==> src/rtl/shift_counter.sv <==
// WIDTH-bit shift counter running as a ring (one-hot) or Johnson (twisted-ring) counter,
// with parallel load, self-correction of illegal states, wrap/illegal pulses and a phase index.
module shift_counter #(
   parameter int WIDTH = 4,
   parameter int PW    = $clog2(2*WIDTH)
) (
   input  logic             clk,
   input  logic             clr,
   input  logic             en,
   input  logic             mode,
   input  logic             dir,
   input  logic             load,
   input  logic [WIDTH-1:0] load_val,
   output logic [WIDTH-1:0] Q,
   output logic             wrap,
   output logic             illegal,
   output logic [PW-1:0]    phase
);

   typedef enum logic {
      RING    = 1'b0,
      JOHNSON = 1'b1
   } mode_e;

   localparam logic [WIDTH-1:0] RING_SEED = {{(WIDTH-1){1'b0}}, 1'b1};

   mode_e            cur_mode;
   logic [WIDTH-1:0] q_q, q_d;
   logic             wrap_q, wrap_d;
   logic             illegal_q, illegal_d;
   logic [WIDTH-1:0] seed;
   logic [WIDTH-1:0] step_val;
   logic [PW:0]      ones;
   logic [PW:0]      trans;
   logic             legal;
   logic [PW-1:0]    ring_idx;

   assign cur_mode = mode_e'(mode);
   assign seed     = (cur_mode == JOHNSON) ? '0 : RING_SEED;

   // Legality and phase are derived from the set-bit count and the number of adjacent-bit edges.
   always_comb begin
      // NOTE: every variable gets a default before any conditional write, so no latch is inferred.
      ones     = '0;
      trans    = '0;
      ring_idx = '0;
      for (int i = 0; i < WIDTH; i++) begin
         ones = ones + {{PW{1'b0}}, q_q[i]};
         if (q_q[i]) ring_idx = PW'(i);
      end
      for (int i = 0; i < WIDTH-1; i++) begin
         trans = trans + {{PW{1'b0}}, q_q[i] ^ q_q[i+1]};
      end

      if (cur_mode == RING) legal = (ones == (PW+1)'(1));
      else                  legal = (trans <= (PW+1)'(1));

      if (!legal) begin
         phase = '0;
      end else if (cur_mode == RING) begin
         phase = ring_idx;
      end else if (q_q[0] || (q_q == '0)) begin
         phase = ones[PW-1:0];
      end else begin
         phase = PW'(2*WIDTH) - ones[PW-1:0];
      end
   end

   always_comb begin
      unique case ({cur_mode, dir})
         {RING,    1'b0}: step_val = {q_q[WIDTH-2:0], q_q[WIDTH-1]};
         {RING,    1'b1}: step_val = {q_q[0], q_q[WIDTH-1:1]};
         {JOHNSON, 1'b0}: step_val = {q_q[WIDTH-2:0], ~q_q[WIDTH-1]};
         default:         step_val = {~q_q[0], q_q[WIDTH-1:1]};
      endcase
   end

   // Priority: load, then enabled step (or correction), then hold.
   always_comb begin
      q_d       = q_q;
      wrap_d    = 1'b0;
      illegal_d = 1'b0;
      if (load) begin
         q_d = load_val;
      end else if (en) begin
         if (!legal) begin
            q_d       = seed;
            illegal_d = 1'b1;
         end else begin
            q_d    = step_val;
            wrap_d = (step_val == seed);
         end
      end
   end

   always_ff @(posedge clk or posedge clr) begin
      // NOTE: non-blocking assignments keep every flop sampling pre-edge values.
      if (clr) begin
         q_q       <= RING_SEED;
         wrap_q    <= 1'b0;
         illegal_q <= 1'b0;
      end else begin
         q_q       <= q_d;
         wrap_q    <= wrap_d;
         illegal_q <= illegal_d;
      end
   end

   assign Q       = q_q;
   assign wrap    = wrap_q;
   assign illegal = illegal_q;

endmodule

==> config.mk <==
export PLATFORM = sky130hd
export DESIGN_NAME = shift_counter
export DESIGN_NICKNAME = d
export VERILOG_FILES = /design/src/rtl/shift_counter.sv
export SDC_FILE = /design/constraint.sdc
export NUM_CORES = 1
export LEC_CHECK = 0
export CAP_MARGIN = 20
export CORE_ASPECT_RATIO = 0.8
export CORE_MARGIN = 2
export CORE_UTILIZATION = 41
export DETAILED_ROUTE_END_ITERATION = 8
export GPL_TIMING_DRIVEN = 1
export PLACE_DENSITY = 0.73
export SLEW_MARGIN = 20
export SYNTH_ARGS = -nofsm -noshare
export SYNTH_HDL_FRONTEND = slang
export SYNTH_SLANG_ARGS = --single-unit
==> constraint.sdc <==
create_clock -name clk -period 3.32 [get_ports clk]
set_clock_uncertainty 0.2 [all_clocks]
set_input_delay 0.664 -clock clk [delete_from_list [all_inputs] [get_ports clk]]
set_output_delay 0.664 -clock clk [all_outputs]
set_load 0.02 [all_outputs]
# Word-level counts from Yosys, hierarchy flattened
# Index checks and enable logic that the tools add are counted.
word_totals:
  regBits: 6
  in_bits: 10
  out_inout_bits: 9
  wordCells: 41
classes:
  addsub: 6
  magnitude_cmp: 1
  n_eq_ne: 4
  muxes: 18
  n_bitwise: 5
  reduce_logical: 4
ops:
  columns: ["op", "count"]
  rows:
  - ["$mux W3", 4]
  - ["$mux W4", 3]
  - ["$pmux W4 S3", 1]
  - ["$mux W1", 9]
  - ["$add A2 B1 Y3", 2]
  - ["$add A1 B1 Y2", 2]
  - ["$add A3 B1 Y4", 1]
  - ["$eq A4 B1 Y1", 1]
  - ["$eq A4 B1 Y1 const B", 1]
  - ["$logic_not A4 Y1", 1]
  - ["$le A3 B1 Y1 const B", 1]
  - ["$sub A1 B3 Y3 const A", 1]
  - ["$xor A1 B1 Y1", 3]
  - ["$eq A2 B1 Y1 const B", 1]
  - ["$eq A2 B2 Y1 const B", 1]
  - ["$logic_not A2 Y1", 1]
  - ["$mux W2", 1]
  - ["$not A1 Y1", 2]
  - ["$reduce_bool A2 Y1", 1]
  - ["$logic_or A1 B1 Y1", 1]

# Longest topological paths before layout
# Gate-level depths: netlist (run 1).
logic_depth:
  depth_word: 8
  ltp_mapped: 11
  ltp_nobuf: 11

# Worst setup path before layout (run 1)
# OpenSTA, ideal clock, no wires.
synth_timing:
  path_type: "flip-flop to output port"
  start: "register q_q[0], in the netlist Q[0]"
  end: "output phase[0]"
  t_arrival_ns: 2.832
  path_slack_ns: -0.376
  stages_incl_launch_ff: 11
  n_path_buf: 0
  cell_sequence: "dfstp_2 -> inv_1 -> fa_1 -> inv_1 -> ha_1 -> ha_1 -> inv_1 -> ha_1 -> nand2b_1 -> o22a_1 -> a211oi_1"
synth_between:
  elab_chain_len: 7
synth_lines:
  columns: ["item", "line_no", "source"]
  rows:
  - ["from (decl)", "28", "logic [WIDTH-1:0] q_q, q_d;"]
  - ["from (signal assigned)", "103", "q_q <= q_d;"]
  - ["$add A1 B1 Y2", "48", "ones = ones + {{PW{1'b0}}, q_q[i]};"]
  - ["$add A2 B1 Y3", "48", null]
  - ["$add A3 B1 Y4", "48", null]
  - ["$sub A1 B3 Y3", "65", "phase = PW'(2*WIDTH) - ones[PW-1:0];"]
  - ["$mux W3", "62", "end else if (q_q[0] || (q_q == '0)) begin"]
  - ["$mux W3", "60", "end else if (cur_mode == RING) begin"]
  - ["$mux W3 (*)", "58", "if (!legal) begin"]
  - ["to (decl)", "17", "output logic [PW-1:0] phase"]
# Mark *: on every way between the ends. The rest lies on a longest branch, timed or not.

# Worst setup path after layout (run 1)
# Same ends and word-level chain as after synthesis.

==> flow_summary.yaml, run 1 <==
timing:
  period_share_pct: 104
  setup_viol: 3
  slew_viol_final: 0
  rsz0062_at_grt: "true"
  max_clock_freq_mhz: 289
  min_period_ns: 3.46
  tns_ns: -0.348
  setup_ws_ns: -0.137
  tightest_slew_ns: 0.418
  report.final.hold_viol_count: 0
  relSlewSlack_pct: 72.0
placed_design:
  postPlaceCellArea_um2: 1000
  dp.final_hpwl_um: 1370
  gp_routability_congestion: 0.811
  port_buffers: 18
synth:
  synthTopCellsByArea: "dfrtp_1 19%, ha_1 17%, inv_1 7.9%"
  synth_nets: 96
  ys_warn_count: 0
  synthCells: 76
  syn_avg_cell_area_um2: 8.76
  yosysSeqAreaShare_pct: 22.7
  synth_top_cell_by_area: "dfrtp_1"
  synth.distinct_cells: 32
  synth_seq_cells: 6
  netlist_area_um2: 666
  synth_top_area_share_pct: 18.8
detailed_routing:
  firstDrtPassIters: 4
  wl_per_cell_um: 14.0
  drt_iter0_markers: 13
  drc_errors: 0
  num_vias: 664
  ant_nets: 0
  avgViaCountPerCell: 4.99
  finalWirelength_um: 1860
worst_setup_path:
  rr_worst_depth: 11
  reg2reg_from: "Q[0]"
  cp_slowest_cell: "dfstp_2"
  cp_data_required_time_ns: 2.46
  crit_start: "Q[0]"
  endpoint_kind: "primary output"
  worst_setup_path_start_kind: "register"
  crit_family: "adder cells"
  reg2reg_slack_ns: 0.49
  critical_path_arrival_ns: 2.59
  worst-path-buf-inv: 4
  path_max_fanout: 3
  critPathKind: "register to primary output"
  critPathMostFrequentCell: "ha_4"
  max_stage_delay_ns: 0.53
  crit_path_cell_trace: "inv_2 -> fa_1 -> inv_2 -> ha_4 -> ha_4 -> inv_4 -> ha_4 -> nand2b_4 -> o22a_4 -> a211oi_4 -> buf_6"
  r2r-end: "Q[0]"
global_routing:
  antenna_found_initial: 0
  top_usage_layer: "met2"
  grt_pass1_vias: 643
  met3_usage_pct: 6.34
  met2_usage_pct: 41.1
  gr-total-overflow: 0
  grt_use_total_pct: 22.8
  grt_pass1_wl_um: 3020
  grtUsageMet1_pct: 25.9
  grt_max_degree: 11
finish:
  final_common_cell: "buf_4"
  antennaDiodeCount: 0
  fin_area_um2: 1090
  utilization_pct: 74.8
  final_cell_mix: "18 x buf_4, 15 x clkdlybuf4s50_1, 11 x inv_1"
  syn_to_final_growth_pct: 63.7
  drive_gt1_share_pct: 38.4
  fin_nets: 133
pwr:
  power_density_nw_per_um2: 586
  peakVddDrop_mv: 0.495
  p_leak_nw: 0.494
clock_network:
  clock-root-buffer: "clkbuf_4"
  clk_latency_ns: 0.26
  cts_sinks: 6
  cts_max_level: 1
  cts_max_path_buffers: 2
  cts_buffers: 3
  cts_tree: "yes"
  clk_pin_slew_ns: 0.05
floorplanning:
  num_rows: 12
  fp.dieW_um: 49.1
  io_pins: 19
  core_area_um2: 1460
  die_y_um: 40.0
  initial_core_util_pct: 45.7
  dieArea_um2: 1960
worst_hold_path:
  min_path_type: "input pin to async pin"
run:
  drv_cap: 0
run_status:
  violations: "setup timing"
  status: "complete, but fails checks"
[power by group]
part / internal (mW) / switching [mW] / total [mW]
sequential: 0.0842 / 0.00653 / 0.0907
combinational: 0.247 / 0.223 / 0.470
clock: 0.0459 / 0.0326 / 0.0785
[worst max-delay path by stage]
| stage | slack (ns) | endpoint | cells past startpoint |
|---|---|---|---|
| 6_report | -0.14 | phase[0] | 11 |
| 5_1_grt | -0.21 | phase[0] | 11 |
| 4_1_cts | -0.15 | phase[0] | 11 |
| 3_5_place_dp | -0.41 | phase[0] | 11 |
| 3_3_place_gp | -0.32 | phase[0] | 11 |
| 2_1_floorplan | 0.01 | phase[0] | 10 |
[sequential cells by signal, summed over array words and instances, names as in the netlist]
name,cells
wrap,1
illegal,1
Q,4
[kinds of logic (layout without fill, tap and decap cells)]
family,after synthesis,in the layout,synth area share (%)
compound gates,20,20,22.9
simple gates,18,18,16.0
buf+inv,17,53,11.5
fa+ha+maj,10,10,19.9
flops,6,6,22.7
xor+xnor,3,3,3.95
mux,2,2,3.01
[cell usage after synthesis (all sizes together)]
cell	instances
dfstp	1
and4bb	1
nor2b	1
xnor2	3
or2	1
a221oi	4
a211oi	2
buf	2
a21boi	1
ha	9
fa	1
nor3	2
a21oi	6
o32ai	1
clkbuf	1
dfrtp	5
inv	14
and2b	1
o22ai	1
nand2	2
o22a	2
nor4	1
nand4	1
nand2b	3
o21ai	2
o211ai	1
nor2	5
mux2i	2
[stage by stage]
step	cells	total power [mW]	hold WS, ns	worst slack [ns]
finish	133	0.639	0.418	-0.137
global route	133	0.685	0.437	-0.206
CTS	132	0.614	0.417	-0.146
detailed placement	126	0.490	0.429	-0.408
global placement	126	0.477	0.406	-0.322
floorplan	76	0.332	0.254	0.0119
[metal layers]
| metal | share of wire, % | up-vias |
|---|---|---|
| met4 | 2.0 | 0 |
| met2 | 48 | 20 |
| met5 | 0 | - |
| met1 | 44 | 303 |
| li1 | - | 337 |
| met3 | 5.5 | 4 |
[layout make-up]
class	instances	area (um2)
Clock buffer	4	26.3
Fill cell	122	367
Inverter	14	55.1
Multi-Input combinational cell	53	522
Sequential cell	6	153
Tap cell	21	26.3
Timing Repair Buffer	35	308
[what timing repair did]
| action | in CTS | in global routing |
|---|---|---|
| endpoints found under the setup margin | 3 | 3 |
| hold buffers | 0 | 0 |
| resized for setup | 21 | 4 |
| setup buffers | 2 | 1 |
| pin swaps | 1 | 0 |
No activity file was read; power rests on OpenSTA's default activity.
==> run 2: changes to the inputs <==
--- a/config.mk
+++ b/config.mk
@@ -12,6 +12,7 @@
 export DETAILED_ROUTE_END_ITERATION = 8
 export GPL_TIMING_DRIVEN = 1
 export PLACE_DENSITY = 0.73
+export RECOVER_POWER = 25
 export SLEW_MARGIN = 20
 export SYNTH_ARGS = -nofsm -noshare
 export SYNTH_HDL_FRONTEND = slang
==> flow_summary.yaml, run 2 (synthesis results as in run 1) <==
run_status:
  status: "complete, but fails checks"
  violations: "setup timing"
pwr:
  power.switching_mw: 0.262
  peakVddDrop_mv: 0.497
  p_int_mw: 0.377
  p_seq_share_pct: 14.2
  switching_share_pct: 41.0
  pwr-share-clk_pct: 12.3
  p_leak_nw: 0.495
  power_density_nw_per_um2: 587
  combPwrFrac_pct: 73.5
placed_design:
  port_buffers: 18
  gp_routability_congestion: 0.811
  dp.final_hpwl_um: 1370
  dpl.cell_count: 126
  pre_cts_slack_ns: -0.408
detailed_routing:
  avgViaCountPerCell: 4.98
  ant_nets: 0
  drt_iter0_markers: 13
  finalWirelength_um: 1860
  drc_errors: 0
  wl_per_cell_um: 14.0
  firstDrtPassIters: 4
  num_vias: 662
worst_setup_path:
  max_stage_delay_ns: 0.53
  crit_family: "adder cells"
  reg2reg_from: "Q[0]"
  critPathKind: "register to primary output"
  crit_start: "Q[0]"
  worst_setup_path_start_kind: "register"
  endpoint_kind: "primary output"
  critPathMostFrequentCell: "ha_4"
  worst-path-buf-inv: 4
  cp_data_required_time_ns: 2.46
  path_max_fanout: 3
  cp_slowest_cell: "dfstp_2"
  critical_path_arrival_ns: 2.59
  crit_path_cell_trace: "inv_2 -> fa_1 -> inv_2 -> ha_4 -> ha_4 -> inv_4 -> ha_4 -> nand2b_4 -> o22a_4 -> a211oi_4 -> buf_6"
timing:
  report.final.hold_viol_count: 0
  slew_viol_final: 0
  max_clock_freq_mhz: 289
  rsz0062_at_grt: "true"
  setup_viol: 3
  relSlewSlack_pct: 72.0
  tightest_slew_ns: 0.418
  min_period_ns: 3.46
  setup_ws_ns: -0.137
  period_share_pct: 104
finish:
  utilization_pct: 74.8
  multiInputGateArea_um2: 522
  seqCellArea_um2: 153
  fillCellCount: 122
  drive_gt1_share_pct: 38.4
  largest_reg_flops: 4
  fin_nets: 133
  syn_to_final_growth_pct: 63.7
  final_cell_mix: "18 x buf_4, 14 x clkdlybuf4s50_1, 11 x inv_1"
  antennaDiodeCount: 0
  finalNonFillerCells: 133
  final_common_cell: "buf_4"
clock_network:
  clk_pin_slew_ns: 0.05
  cts_sinks: 6
  clk_latency_ns: 0.26
  clock-root-buffer: "clkbuf_4"
  cts_max_path_buffers: 2
  cts_buffers: 3
  cts_max_level: 1
  cts_tree: "yes"
global_routing:
  antenna_found_initial: 0
  grt_pass1_wl_um: 3020
  grt_pass1_vias: 643
  grt_use_total_pct: 22.8
  grt_max_degree: 11
  gr-total-overflow: 0
floorplanning:
  dieArea_um2: 1960
  core_area_um2: 1460
  io_pins: 19
  die_y_um: 40.0
  initial_core_util_pct: 45.7
  num_rows: 12
  fp.dieW_um: 49.1
worst_hold_path:
  hp-start: "Q[2]"
  min_path_type: "register to register"
run:
  drv_cap: 0
run 2: power groups by stage:
stage	combinational, mW	sequential, mW	clock [mW]
finish	0.470	0.0907	0.0785
global route	0.508	0.0920	0.0852
CTS	0.442	0.0901	0.0823
detailed placement	0.399	0.0913	0
global placement	0.386	0.0912	0
floorplan	0.222	0.110	0
run 2: worst paths after layout:
path / endpoint / slack, ns / cells past startpoint
worst max-delay path: phase[0] / -0.14 / 11
worst min-delay path: wrap / 0.47 / 2
worst max register to register: Q[0] / 0.49 / 11
worst min register to register: wrap / 0.47 / 2
max in group asynchronous: Q[0] / 2.10 / 2
min in group asynchronous: illegal / 0.55 / 2
run 2: timing repair:
item	CTS	global route
hold buffers	0	0
resized for setup	21	4
endpoints found under the hold margin	0	0
setup endpoints to repair	3	3
buffers inserted	2	1
pin swaps	1	0
run 2: metrics by stage:
step / power, mW / setup TNS [ns] / hold WS, ns / cell area, um2
finish: 0.639 / -0.349 / 0.472 / 1090
global route: 0.685 / -0.535 / 0.509 / 1090
CTS: 0.614 / -0.372 / 0.417 / 1060
detailed placement: 0.490 / -1.08 / 0.429 / 1000
global placement: 0.477 / -0.849 / 0.406 / 1000
floorplan: 0.332 / 0 / 0.254 / 716
run 2: final cells by class:
class                      instances  share of cell area, %
multi-input combinational         53                   47.9
clock buffer                       4                   2.41
inverter                          14                   5.05
tap                               21                   2.41
sequential                         6                   14.0
timing repair buffer              35                   28.2
run 2: metal layers:
metal / GRT usage, % / wire [um]
met3: 6.34 / 102
met2: 41.1 / 899
met4: 12.9 / 38
met5: 0 / 0
met1: 25.9 / 816
run 2: tightest hold or removal path, delay by kind of cell (launching register included):
family	cells	cell delay (ns)
buffers and inverters	1	0.17
and+or+nand+nor	1	0.04
DFF	1	0.43
==> run 3: changes to the inputs <==
--- a/config.mk
+++ b/config.mk
@@ -5,13 +5,13 @@
 export SDC_FILE = /design/constraint.sdc
 export NUM_CORES = 1
 export LEC_CHECK = 0
+export ABC_AREA = 1
 export CAP_MARGIN = 20
-export CORE_ASPECT_RATIO = 0.8
 export CORE_MARGIN = 2
-export CORE_UTILIZATION = 41
+export CORE_UTILIZATION = 46
 export DETAILED_ROUTE_END_ITERATION = 8
 export GPL_TIMING_DRIVEN = 1
-export PLACE_DENSITY = 0.73
+export PLACE_DENSITY_LB_ADDON = 0.2
 export RECOVER_POWER = 25
 export SLEW_MARGIN = 20
 export SYNTH_ARGS = -nofsm -noshare
==> constraint.sdc (replaced) <==
create_clock -name clk -period 3.88 [get_ports clk]
set_clock_uncertainty 0.2 [all_clocks]
set_input_delay 0.776 -clock clk [delete_from_list [all_inputs] [get_ports clk]]
set_output_delay 0.776 -clock clk [all_outputs]
set_load 0.02 [all_outputs]
==> flow_summary.yaml, run 3 <==
run_status:
  status: "completed"
synth:
  synthCells: 95
  synth_top_area_share_pct: 18.7
  ys_top_cells_by_count: "26 x nand2_1, 14 x inv_1, 11 x nor2_1"
  synth_seq_cells: 6
  synth.distinct_cells: 25
  synth_edf_count: 0
  ys.flop_type: "dfrtp_1"
  synth_nets: 115
  synthArstFlopShare_pct: 100
  yosysSeqAreaShare_pct: 22.6
  synth_top_cell_by_area: "dfrtp_1"
  synthTopCellsByArea: "dfrtp_1 19%, ha_1 17%, nand2_1 15%"
  netlist_area_um2: 671
  syn_avg_cell_area_um2: 7.06
  yosysMostFrequentCell: "nand2_1"
  ys_warn_count: 0
finish:
  seqCellArea_um2: 151
  multiInputGateArea_um2: 435
  finalNonFillerCells: 137
  largest_reg_flops: 4
  drive_gt1_share_pct: 17.2
  fillCellCount: 121
  syn_to_final_growth_pct: 36.9
  final_cell_mix: "26 x nand2_1, 14 x inv_1, 14 x clkdlybuf4s50_1"
  antennaDiodeCount: 0
  final_common_cell: "nand2_1"
  fin_nets: 143
  fin_area_um2: 918
global_routing:
  antenna_found_initial: 0
  grt_max_degree: 9
  grt_pass1_vias: 682
  grt_pass1_wl_um: 2780
  grt_use_total_pct: 19.6
  gr-total-overflow: 0
timing:
  setup_viol: 0
  tightest_slew_ns: 0.391
  tns_ns: 0
  rsz0062_at_grt: "false"
  report.final.hold_viol_count: 0
  period_share_pct: 95.0
  relSlewSlack_pct: 73.9
  max_clock_freq_mhz: 271
  slew_viol_final: 0
  min_period_ns: 3.68
detailed_routing:
  avgViaCountPerCell: 4.96
  drc_errors: 0
  finalWirelength_um: 1530
  firstDrtPassIters: 4
  wl_per_cell_um: 11.2
  ant_nets: 0
  drt_iter0_markers: 6
  num_vias: 679
worst_hold_path:
  min_path_type: "register to register"
  hold_path_depth: 3
run:
  drv_cap: 0
floorplanning:
  dieArea_um2: 1780
  io_pins: 19
  core_area_um2: 1330
  num_rows: 13
  die_y_um: 42.2
  initial_core_util_pct: 50.3
  fp.dieW_um: 42.2
clock_network:
  cts_max_path_buffers: 2
  clk_latency_ns: 0.25
  cts_sinks: 6
  cts_setup_buffers: 0
  cts_tree: "yes"
  cts_max_level: 1
  cts_buffers: 3
  clock-root-buffer: "clkbuf_4"
  clk_pin_slew_ns: 0.04
worst_setup_path:
  cp_data_required_time_ns: 2.90
  critPathKind: "register to primary output"
  cp_slowest_cell: "fa_1"
  max_stage_delay_ns: 0.53
  crit_path_cell_trace: "inv_1 -> fa_1 -> inv_1 -> ha_1 -> ha_1 -> inv_1 -> ha_1 -> nor2_1 -> xor2_1 -> nor2_1 -> dlygate4sd2_1"
  critical_path_arrival_ns: 2.71
  rr_worst_depth: 11
  path_max_fanout: 2
  endpoint_kind: "primary output"
  worst_setup_path_start_kind: "register"
pwr:
  p_leak_nw: 0.486
  power_density_nw_per_um2: 416
  peakVddDrop_mv: 0.228
placed_design:
  dp.final_hpwl_um: 1310
  postPlaceCellArea_um2: 903
  gp_routability_congestion: 0.812
  dpl.cell_count: 133
  port_buffers: 18
## run 3: changes by cell type after synthesis, sizes merged, moves of 3 or more
cell / change
a21oi: -3
nor2: +7
nand2: +26
a22oi: +3
o21ai: +3
nand3: +6
a221oi: -4
nand2b: -3
xnor2: -3
## run 3: per-layer routing
| layer | track usage [%] | share of wire, % | up-vias |
|---|---|---|---|
| met3 | 2.59 | 4.8 | 4 |
| met1 | 25.1 | 45 | 301 |
| met4 | 8.13 | 1.5 | 0 |
| met5 | 0 | 0 | - |
| met2 | 32.9 | 49 | 18 |
| li1 | - | - | 356 |
## run 3: what timing repair did
item,CTS,global route
resized for setup,3,4
hold buffers,0,0
endpoints found under the setup margin,3,2
## run 3: critical path: cells and delay by family (launching register included)
| kind | cells | cell delay, ns |
|---|---|---|
| xor gates and xnor gates | 1 | 0.15 |
| and+or+nand+nor | 2 | 0.17 |
| adders and majority gates | 4 | 1.16 |
| buffers and inverters | 4 | 0.47 |
| DFF | 1 | 0.52 |
## run 3: layout make-up
cell class                      instances  area share, %
Clock buffer                            4           2.86
Multi-Input combinational cell         71           47.4
Sequential cell                         6           16.5
Tap cell                               15           2.04
Inverter                               16           7.08
Timing Repair Buffer                   25           24.1
## run 3: where the power goes
group	total [mW]	internal [mW]	switching, mW
combinational	0.242	0.105	0.137
clock	0.0637	0.0391	0.0246
sequential	0.0768	0.0718	0.00497
## run 3: kinds of logic after synthesis
family / share of synthesized area (%)
and+or+nand+nor: 32.3
buffers and inverters: 12.5
AOI/OAI and AO/OA: 11.6
adders and majority gates: 19.8
DFF: 22.6
xor gates and xnor gates: 1.31
## run 3: path summary, 6_finish.rpt
path | from | endpoint | slack (ns)
worst min register to register | Q[0] | Q[0] | 0.41
max in group asynchronous | clr | Q[0] | 2.51
worst max-delay path | Q[0] | phase[2] | 0.20
min in group asynchronous | clr | wrap | 0.70
worst max register to register | Q[0] | Q[2] | 1.13
worst min-delay path | Q[0] | Q[0] | 0.41
## run 3: through the flow
step | setup WS (ns) | power, mW | hold slack, ns | utilization, %
after global routing | 0.0176 | 0.426 | 0.423 | 68.9
after floorplan | 0.384 | 0.236 | 0.311 | -
after CTS | 0.0567 | 0.389 | 0.412 | 69.4
after detailed placement | 0.0411 | 0.332 | 0.397 | 67.7
after global placement | 0.0900 | 0.328 | 0.402 | 67.7
final | 0.195 | 0.382 | 0.408 | 68.9
